<file path="src/rtl/regfile_ctrl_pkg.sv">
// Shared encodings and default widths for the register file sequencing controller.
// Used by regfile_ctrl and regfile_ctrl_arb.
package regfile_ctrl_pkg;

    localparam int DEF_NREQ   = 2;
    localparam int DEF_DATA_W = 32;
    localparam int DEF_ADDR_W = 4;

    typedef enum logic [1:0] {
        IDLE  = 2'd0,
        ISSUE = 2'd1,
        RESP  = 2'd2
    } state_t;

    typedef enum logic [1:0] {
        OP_RD  = 2'd0,
        OP_WR  = 2'd1,
        OP_CLR = 2'd2
    } op_t;

    // Width of a requester index; NREQ is limited to 2..4.
    function automatic int idx_width(input int n);
        return (n > 2) ? 2 : 1;
    endfunction

endpackage

</file>
<file path="src/rtl/regfile_ctrl_arb.sv">
// Combinational requester arbiter: one-hot grant plus grant index.
// REGFILE_CTRL_RR_EN selects round-robin from last_idx; otherwise lowest index wins.
module regfile_ctrl_arb
    import regfile_ctrl_pkg::*;
#(
    parameter int NREQ  = DEF_NREQ,
    parameter int IDX_W = idx_width(DEF_NREQ)
) (
    input  logic [NREQ-1:0]  req_valid,
`ifdef REGFILE_CTRL_RR_EN
    input  logic [IDX_W-1:0] last_idx,
`endif
    output logic [NREQ-1:0]  grant,
    output logic [IDX_W-1:0] grant_idx
);

`ifdef REGFILE_CTRL_RR_EN
    logic [IDX_W-1:0] cand;

    // Walk the search order backwards so the earliest candidate overwrites the rest.
    always_comb begin
        grant     = '0;
        grant_idx = '0;
        cand      = '0;
        for (int k = NREQ; k >= 1; k--) begin
            cand = IDX_W'((int'(last_idx) + k) % NREQ);
            if (req_valid[cand]) begin
                grant       = '0;
                grant[cand] = 1'b1;
                grant_idx   = cand;
            end
        end
    end
`else
    always_comb begin
        grant     = '0;
        grant_idx = '0;
        for (int i = NREQ - 1; i >= 0; i--) begin
            if (req_valid[i]) begin
                grant     = '0;
                grant[i]  = 1'b1;
                grant_idx = IDX_W'(i);
            end
        end
    end
`endif

endmodule

</file>
<file path="src/rtl/regfile_ctrl.sv">
// Sequencing controller/arbiter for the 16 x 32-bit register file command port.
// Define REGFILE_CTRL_RR_EN for round-robin arbitration (default: fixed priority).
module regfile_ctrl
    import regfile_ctrl_pkg::*;
#(
    parameter int NREQ   = DEF_NREQ,
    parameter int DATA_W = DEF_DATA_W,
    parameter int ADDR_W = DEF_ADDR_W
) (
    input  logic                     clk,
    input  logic                     rst_n,
    input  logic [NREQ-1:0]          req_valid,
    input  logic [NREQ-1:0]          req_we,
    input  logic [NREQ*ADDR_W-1:0]   req_addr,
    input  logic [NREQ*ADDR_W-1:0]   req_addr_b,
    input  logic [NREQ*DATA_W-1:0]   req_wdata,
    output logic [NREQ-1:0]          req_ready,
    input  logic                     clr_req,
    output logic                     clr_ready,
    output logic [NREQ-1:0]          rsp_valid,
    output logic [DATA_W-1:0]        rsp_rdata_a,
    output logic [DATA_W-1:0]        rsp_rdata_b,
    output logic                     rf_en,
    output logic                     rf_rd,
    output logic                     rf_wr,
    output logic                     rf_rst,
    output logic [ADDR_W-1:0]        rf_sel_i,
    output logic [ADDR_W-1:0]        rf_sel_o1,
    output logic [ADDR_W-1:0]        rf_sel_o2,
    output logic [DATA_W-1:0]        rf_wdata,
    input  logic [DATA_W-1:0]        rf_rdata_a,
    input  logic [DATA_W-1:0]        rf_rdata_b,
    output logic                     busy
);

    localparam int IDX_W = idx_width(NREQ);

    state_t             state;
    op_t                op;
    logic [IDX_W-1:0]   win_idx;
    logic [NREQ-1:0]    grant;
    logic [IDX_W-1:0]   grant_idx;
    logic [DATA_W-1:0]  hold_a;
    logic [DATA_W-1:0]  hold_b;
    logic               idle;
    logic               win_we;
    logic [ADDR_W-1:0]  win_addr;
    logic [ADDR_W-1:0]  win_addr_b;
    logic [DATA_W-1:0]  win_wdata;

`ifdef REGFILE_CTRL_RR_EN
    logic [IDX_W-1:0]   last_idx;
`endif

    regfile_ctrl_arb #(
        .NREQ  (NREQ),
        .IDX_W (IDX_W)
    ) u_arb (
        .req_valid (req_valid),
`ifdef REGFILE_CTRL_RR_EN
        .last_idx  (last_idx),
`endif
        .grant     (grant),
        .grant_idx (grant_idx)
    );

    // Gating with rst_n keeps the acceptance pulses low while reset is held.
    assign idle       = rst_n && (state == IDLE);
    assign clr_ready  = idle && clr_req;
    assign req_ready  = (idle && !clr_req) ? grant : '0;

    assign win_we     = req_we[grant_idx];
    assign win_addr   = req_addr[int'(grant_idx) * ADDR_W +: ADDR_W];
    assign win_addr_b = req_addr_b[int'(grant_idx) * ADDR_W +: ADDR_W];
    assign win_wdata  = req_wdata[int'(grant_idx) * DATA_W +: DATA_W];

    // The file's read data arrives during RESP; outside a read response the last read is held.
    assign rsp_rdata_a = (state == RESP && op == OP_RD) ? rf_rdata_a : hold_a;
    assign rsp_rdata_b = (state == RESP && op == OP_RD) ? rf_rdata_b : hold_b;

    always_ff @(posedge clk or negedge rst_n) begin
        if (!rst_n) begin
            state     <= IDLE;
            op        <= OP_RD;
            win_idx   <= '0;
            rf_en     <= 1'b0;
            rf_rd     <= 1'b0;
            rf_wr     <= 1'b0;
            rf_rst    <= 1'b0;
            rf_sel_i  <= '0;
            rf_sel_o1 <= '0;
            rf_sel_o2 <= '0;
            rf_wdata  <= '0;
            rsp_valid <= '0;
            busy      <= 1'b0;
            hold_a    <= '0;
            hold_b    <= '0;
`ifdef REGFILE_CTRL_RR_EN
            last_idx  <= IDX_W'(NREQ - 1);
`endif
        end else begin
            case (state)
                IDLE: begin
                    if (clr_ready) begin
                        op     <= OP_CLR;
                        rf_en  <= 1'b1;
                        rf_rst <= 1'b1;
                        busy   <= 1'b1;
                        state  <= ISSUE;
                    end else if (|req_ready) begin
                        win_idx <= grant_idx;
                        op      <= win_we ? OP_WR : OP_RD;
                        rf_en   <= 1'b1;
                        rf_wr   <= win_we;
                        rf_rd   <= !win_we;
                        if (win_we) begin
                            rf_sel_i <= win_addr;
                            rf_wdata <= win_wdata;
                        end else begin
                            rf_sel_o1 <= win_addr;
                            rf_sel_o2 <= win_addr_b;
                        end
`ifdef REGFILE_CTRL_RR_EN
                        last_idx <= grant_idx;
`endif
                        busy  <= 1'b1;
                        state <= ISSUE;
                    end
                end
                ISSUE: begin
                    rf_en     <= 1'b0;
                    rf_rd     <= 1'b0;
                    rf_wr     <= 1'b0;
                    rf_rst    <= 1'b0;
                    rf_sel_i  <= '0;
                    rf_sel_o1 <= '0;
                    rf_sel_o2 <= '0;
                    rf_wdata  <= '0;
                    if (op != OP_CLR) begin
                        rsp_valid <= NREQ'(1) << win_idx;
                    end
                    state <= RESP;
                end
                RESP: begin
                    rsp_valid <= '0;
                    if (op == OP_RD) begin
                        hold_a <= rf_rdata_a;
                        hold_b <= rf_rdata_b;
                    end
                    busy  <= 1'b0;
                    state <= IDLE;
                end
                default: begin
                    busy  <= 1'b0;
                    state <= IDLE;
                end
            endcase
        end
    end

endmodule

</file>
<file path="config.mk">
export PLATFORM = sky130hd
export DESIGN_NAME = regfile_ctrl
export DESIGN_NICKNAME = d
export VERILOG_FILES = /design/src/rtl/regfile_ctrl_pkg.sv /design/src/rtl/regfile_ctrl_arb.sv /design/src/rtl/regfile_ctrl.sv
export SDC_FILE = /design/constraint.sdc
export NUM_CORES = 1
export LEC_CHECK = 0
export ABC_AREA = 1
export CORE_AREA = 3 3 115 128
export CTS_BUF_LIST = sky130_fd_sc_hd__clkbuf_4 sky130_fd_sc_hd__clkbuf_8
export DETAILED_ROUTE_END_ITERATION = 6
export DIE_AREA = 0 0 118 131
export PLACE_DENSITY_LB_ADDON = 0.12
export SLEW_MARGIN = 40
export SYNTH_ARGS = -nofsm -noshare
export SYNTH_HDL_FRONTEND = slang
export SYNTH_SLANG_ARGS = --single-unit
</file>
<file path="constraint.sdc">
create_clock -name clk -period 2.3 [get_ports clk]
set_clock_uncertainty 0.1 [all_clocks]
set_input_delay 0.46 -clock clk [delete_from_list [all_inputs] [get_ports clk]]
set_output_delay 0.46 -clock clk [all_outputs]
set_load 0.01 [all_outputs]
</file>
==> results of run 1 <==
-- power breakdown --
group / internal (uW) / leakage, uW / switching, uW / total (uW)
clock: 1180 / 0.000206 / 809 / 1990
combinational: 2860 / 0.00265 / 2230 / 5090
sequential: 3100 / 0.00145 / 389 / 3490
-- layout by cell type (no fill, tap or decap), types with 3 or more instances in the layout --
cell type        instances
clkdlybuf4s50_1        200
nand2_1                180
dfrtp_1                120
buf_6                   54
mux2_2                  46
nand4_1                 44
a21oi_1                 36
buf_4                   28
clkbuf_8                21
mux2_4                  18
buf_2                   17
o21ai_0                 11
inv_2                    9
nor2_1                   9
buf_12                   8
inv_1                    7
nand3_2                  3
o21ai_1                  3
bufinv_16                3
buf_16                   3
-- synthesized netlist by cell type --
master,count,area (um2)
a21oi_1,36,180.2
nand4_4,1,21.27
o21ai_0,11,55.05
clkbuf_1,10,37.54
buf_2,9,45.04
inv_2,4,15.01
o22ai_1,1,6.260
nor2_1,9,33.78
nand3_2,2,20.02
buf_6,6,67.56
mux2_2,54,608.1
inv_1,12,45.04
nand2_4,1,11.26
buf_1,1,3.750
o21ai_1,3,15.01
nand3_1,3,15.01
nand4_1,44,275.3
buf_4,8,60.06
nand2_1,180,675.7
nand2_2,2,12.51
nand3_4,1,17.52
mux2_1,10,112.6
dfrtp_1,120,3003
nor2_4,1,11.26
nor2_2,1,6.260
nand4_2,2,25.02
-- worst max-delay path by stage --
stage	startpoint	endpoint	slack [ns]	cells past startpoint
after floorplan	state[0]$_DFFE_PN0N_	rsp_rdata_a[2]	0.43	4
after global placement	req_valid[1]	req_ready[1]	-0.06	6
after detailed placement	req_valid[1]	rf_sel_o1[1]$_DFFE_PN0P_	-0.12	9
after CTS	state[0]$_DFFE_PN0N_	rsp_rdata_a[3]	-0.20	6
after global routing	op[0]$_DFFE_PN0P_	rsp_rdata_a[21]	-0.25	7
final	op[0]$_DFFE_PN0P_	rsp_rdata_a[7]	-0.16	7
-- timing repair --
| item | CTS | global route |
|---|---|---|
| gates resized for setup | 335 | 18 |
| endpoints found under the setup margin | 67 | 67 |
| buffers inserted | 13 | 5 |
| gates cloned | 4 | 2 |
| pin swaps | 2 | 3 |
-- flip-flops by register name, summed over array words and instances (netlist names) --
name and count:
hold_a 32, rf_sel_o1 4, rf_wr 1, rf_rd 1, rf_sel_i 4, rsp_valid 2
state 2, busy 1, op 2, rf_rst 1, rf_wdata 32, hold_b 32
rf_sel_o2 4, rf_en 1, win_idx 1
-- area by class of cell --
type                    instances  share of cell area
well taps                     188             0.02583
clock inverters                 7             0.01305
flip-flops and latches        120              0.3298
multi-input cells             362              0.2388
inverters                      16            0.006595
clock buffers                  22             0.03256
repair buffers                314              0.3534
-- metrics by stage --
stage,utilization,setup TNS (ns),instances,worst slack [ns],power (uW)
final,0.6656,-5.613,1029,-0.1603,10560
after global routing,0.6656,-11.54,1029,-0.2486,11160
after CTS,0.6586,-7.730,1023,-0.1992,10540
after detailed placement,0.6078,-1.188,977,-0.1245,8288
after global placement,0.6078,-0.2840,977,-0.05903,8145
after floorplan,-,0,532,0.4316,5434
-- per-layer routing --
metal | up-vias | wire [um]
met1 | 2433 | 7157
met2 | 202 | 9084
met3 | 21 | 1242
met5 | - | 0
li1 | 2385 | -
met4 | 0 | 298
-- kinds of logic after synthesis --
| group | synth area share |
|---|---|
| buffers and inverters | 0.05094 |
| AND/OR/NAND/NOR | 0.2091 |
| multiplexers | 0.1340 |
| flip-flops | 0.5583 |
| AO/OA/AOI/OAI | 0.04768 |
==> results.md, run 1 <==
- DRC violations left: 0
- CP Class: reg -> out
- Status: finished with violations
- Initial antenna violation count: 0
- CP max-delay cell: dfrtp_1
- ANT nets after route: 0
- Clk slew on worst S/H paths: 0.07 ns
- CORE AREA: 13680 um2
- GR Layer Usage met3: 0.08351
- Via count: between 5000 and 6000
- Post-route design area: between 9000 and 10000 um2
- # H-tree levels: 4
- Worst-margin pin slew: between 0.6 and 0.7 ns
- WP data required: around 1.7 ns
- Number of global-route vias before repair: 5031
- Initial drt markers: 320
- Max_slew headroom: 0.5730
- Met2 usage: 0.3833
- Count of different cell masters after synthesis: 26
- Die Y: around 130 um
- Gpl congestion: approximately 0.8
- Max Clk Rate: 0.4065 GHz
- Hold buffers post-CTS: 0
- Reg2reg start: state[1]$_DFFE_PN0N_
- Initial core utilization: 0.3931
- Port Buffers: about 270
- Critical Path AT: approximately 1.9 ns
- Layout cells sized above 1: 0.2711
- Period utilization: 1.070
- Io pins: roughly 270
- Failing checks: setup timing
- Worst R2R Path Depth: 9
- Worst hold margin: 0.09574 ns
- Core Rows: 45
- Reg area: approximately 3000 um2
- Syn Nets: slightly below 700
- Area of the multi-input gates: 2175 um2
- Worst-Skew Late Latency: roughly 0.43 ns
- Synth-to-Final Area Change: 69.30%
- Root buffer cell: clkbuf_8
- Die width: roughly 120 um
- Drt wl/cell: 17.28 um
- Pwr dens: about 1200 nW/um2
- GRT busiest layer: met2
- Number of diodes: 0
- First-pass GRT wire length: about 27 mm
- Max cap viols: 0
- Crit Reg-Reg Endpoint: rf_wdata[3]$_DFFE_PN0P_
- Detail Placement HPWL: approximately 12 mm
- CP cell instances: inv_2 > nand4_4 > buf_12 > buf_12 > buf_6 > mux2_4 > buf_6
- Final wirelength: ~18 mm
- Unrepaired setup endpoints after global routing: true
- Final hold viol count: 0
- Synthesized flop and latch total: between 100 and 150
- CTS tree: done
- Placed inst area: approximately 8300 um2
- Initial DRT Pass Iterations: 4
- Total Routing Usage GR: 0.2253
- Remaining global-route overflow: 0
- Max FO, Critical Path: 7
- Syn_area_per_cell: approximately 10 um2
- Final setup fails: 65
- VDD IR max: between 0.5 and 0.6 mV
- Worst Path Buf+Inv: 5
- Worst setup margin: -0.1603 ns
- Synthesized area: 5379 um2
- Worst setup EP type: output pin
- Fillcell total: 1082
- Startpoint types: register
- Reg2Reg Setup Slack: approximately 0.18 ns
- Crit-path leading delay family: buffers and inverters
- Die Area: around 15000 um2
- Crit path largest cell delay: about 0.39 ns
- Via density: slightly below 5
- Worst-case clock buffer depth: 2
- TritonCTS Buffers: 17
- Nets: just under 1000
- Fin crit period: roughly 2.5 ns
- Clk sinks: between 100 and 150
- Largest net degree at the start of global routing: 121
- Cells after synthesis: between 500 and 600
- Final Slew Violations: 0
- Leak pwr: 0.004308 uW
- Worst Hold Class: in -> async
- Sequential area share after synthesis: 0.5583
- YS warnings: 0
- Met1 GRT Util: 0.2706
Note: power is estimated with default switching activity, not from simulation.
==> inputs of run 2 (changes only) <==
--- a/config.mk
+++ b/config.mk
@@ -6,6 +6,7 @@
 export NUM_CORES = 1
 export LEC_CHECK = 0
 export ABC_AREA = 1
+export CAP_MARGIN = 20
 export CORE_AREA = 3 3 115 128
 export CTS_BUF_LIST = sky130_fd_sc_hd__clkbuf_4 sky130_fd_sc_hd__clkbuf_8
 export DETAILED_ROUTE_END_ITERATION = 6
==> results of run 2 <==
The final DEF is identical to that of run 1; final timing and power are the same.
==> inputs of run 3 (changes only) <==
--- a/config.mk
+++ b/config.mk
@@ -7,10 +7,10 @@
 export LEC_CHECK = 0
 export ABC_AREA = 1
 export CAP_MARGIN = 20
-export CORE_AREA = 3 3 115 128
+export CORE_AREA = 3 3 132 147
 export CTS_BUF_LIST = sky130_fd_sc_hd__clkbuf_4 sky130_fd_sc_hd__clkbuf_8
 export DETAILED_ROUTE_END_ITERATION = 6
-export DIE_AREA = 0 0 118 131
+export DIE_AREA = 0 0 135 150
 export PLACE_DENSITY_LB_ADDON = 0.12
 export SLEW_MARGIN = 40
 export SYNTH_ARGS = -nofsm -noshare
==> results.md, run 3 (synthesis gave the netlist of run 1 again) <==
- Status: finished with violations
- Failing checks: setup timing
- Final hold viol count: 0 (unchanged)
- Worst hold margin: 0.06370 ns (-0.03204 ns)
- Initial drt markers: 234 (-27%)
- Combinational Power Share: 0.498 (+0.017)
- Worst setup EP type: output pin
- Max_slew headroom: 0.5662 (-0.006735)
- Clk network pwr share: 0.171 (-0.017)
- Initial DRT Pass Iterations: 4 (unchanged)
- Pwr dens: 1143 nW/um2 (-1.5%)
- CORE AREA: 18150 um2 (+33%)
- GR Layer Usage met3: 0.06019 (-0.02332)
- Cell-internal power: 7005 uW (-1.8%)
- WP data required: 1.74 ns (about the same)
- CTS tree: done
- Layout cells sized above 1: 0.2698 (-0.001283)
- Worst-margin pin slew: 0.6506 ns (+0.01010 ns)
- Drt wl/cell: 16.85 um (-2.5%)
- Port Buffers: 268 (unchanged)
- Die Area: 20250 um2 (+31%)
- Remaining global-route overflow: 0 (unchanged)
- Via density: 4.576 (-6.6%)
- Met2 usage: 0.3208 (-0.06247)
- Most frequent cells in the layout: 200 x clkdlybuf4s50_1, 180 x nand2_1, 120 x dfrtp_1
- Fin crit period: 2.455 ns (-0.005587 ns)
- ANT nets after route: 0 (unchanged)
- Final setup fails: 64 (-1.5%)
- Max Clk Rate: 0.4074 GHz (+0.23%)
- Clk sinks: 120 (unchanged)
- TritonCTS Buffers: 17 (unchanged)
- Critical Path AT: 1.89 ns (about the same)
- Worst-Skew Late Latency: 0.44 ns (about the same)
- Number of diodes: 0 (unchanged)
- Die Y: 150 um (+15%)
- Number of global-route vias before repair: 5238 (+4.1%)
- Period utilization: 1.067 (-0.002429)
- Sequential Power Share: 0.331 (about the same)
- Io pins: 269 (unchanged)
- Die width: 135 um (+14%)
- Worst Hold Class: in -> async
- Max cap viols: 0 (unchanged)
- VDD IR max: 0.4540 mV (-9.7%)
- Startpoint types: register
- Switching power total: 3502 uW (+2.2%)
- Final Slew Violations: 0 (unchanged)
- Synth-to-Final Area Change: 70.88%
- Worst R2R Path Depth: 9 (unchanged)
- Cell Count, Final, Fillers Out: 1088 (+5.7%)
- Worst-case clock buffer depth: 2 (unchanged)
- Detail Placement HPWL: 13.05 mm (+4.6%)
- Worst setup margin: -0.1547 ns (+0.005587 ns)
- Unrepaired setup endpoints after global routing: true
- Nets: 983 (+0.10%)
- DRC violations left: 0 (unchanged)
- Root buffer cell: clkbuf_8
- Initial antenna violation count: 0 (unchanged)
- Pwr Total: 10510 uW (-0.53%)
- Final wirelength: 18.33 mm (+3.1%)
- Max FO, Critical Path: 7 (unchanged)
- Largest net degree at the start of global routing: 121 (unchanged)
- Leak pwr: 0.004310 uW (about the same)
- Met1 GRT Util: 0.2145 (-0.05614)
- Most common cell after layout, fill and taps aside: clkdlybuf4s50_1
- Clk slew on worst S/H paths: 0.08 ns (about the same)
- Via count: 4979 (-1.2%)
- # H-tree levels: 4 (unchanged)
- Initial core utilization: 0.2963 (-0.09682)
- # placed instances: 1038 (+6.2%)
- Largest regs: hold_a (32), hold_b (32), rf_wdata (32)
- Gpl congestion: 0.7909 (-0.79%)
- CP Class: reg -> out
- Core Rows: 52 (+16%)
- Total Routing Usage GR: 0.1827 (-0.04266)
- GRT busiest layer: met2
- Switching fraction of total power: 0.3333 (+0.008905)
- First-pass GRT wire length: 28.61 mm (+5.0%)
run 3: layout make-up:
cell class	count	area (um2)
clock buffer	19	255.2
clock inverter	13	122.6
fill	1620	8961
inverter	16	60.06
multi-input combinational	362	2178
sequential	120	3003
tap	243	304.0
timing repair buffer	315	3268
run 3: what timing repair did:
item / CTS / global route
pin swaps: 2 / 1
buffers inserted: 11 / 5
hold buffers: 0 / 0
endpoints found under the setup margin: 67 / 67
gates resized for setup: 331 / 36
cloned: 3 / 0
run 3: stage by stage:
| step | setup WS, ns | setup TNS, ns | utilization | area (um2) |
|---|---|---|---|---|
| global placement | -0.04996 | -0.09388 | 0.4646 | 8434 |
| finish | -0.1547 | -5.529 | 0.5063 | 9191 |
| floorplan | 0.4316 | 0 | - | 5379 |
| detailed placement | -0.09935 | -0.7405 | 0.4646 | 8434 |
| CTS | -0.1730 | -5.954 | 0.4983 | 9045 |
| global route | -0.2330 | -10.73 | 0.5063 | 9191 |
run 3: layer usage:
metal	part of all wire	up-vias
met1	0.39	2420
met3	0.065	16
met5	0	-
li1	-	2387
met2	0.53	156
met4	0.014	0
run 3: power by group through the flow:
stage | clock network, uW | logic, uW | registers (uW)
2_1_floorplan | 0 | 1810 | 3620
3_3_place_gp | 0 | 4760 | 3460
3_5_place_dp | 0 | 4820 | 3500
4_1_cts | 1880 | 5020 | 3480
5_1_grt | 1970 | 5640 | 3580
6_report | 1800 | 5230 | 3480
run 3: path summary, 6_finish.rpt:
path                                          start                       end  slack (ns)
min in group clk                              rst_n        rf_rst$_DFFE_PN0P_        0.37
setup reg to reg               state[1]$_DFFE_PN0N_  rf_sel_o2[3]$_DFFE_PN0P_        0.31
max in group asynchronous                     rst_n  rf_wdata[18]$_DFFE_PN0P_        1.52
setup / recovery               state[0]$_DFFE_PN0N_            rsp_rdata_b[6]       -0.15
hold reg to reg            rf_wdata[17]$_DFFE_PN0P_  rf_wdata[17]$_DFFE_PN0P_        0.37
hold / removal                                rst_n         rf_wr$_DFFE_PN0P_        0.06
run 3: worst max-delay path, stage by stage, from the launching register on:
cell,delay [ns]
dfrtp_1,0.39
inv_2,0.09
nand4_4,0.11
buf_12,0.17
bufbuf_16,0.27
mux2_2,0.29
buf_6,0.13
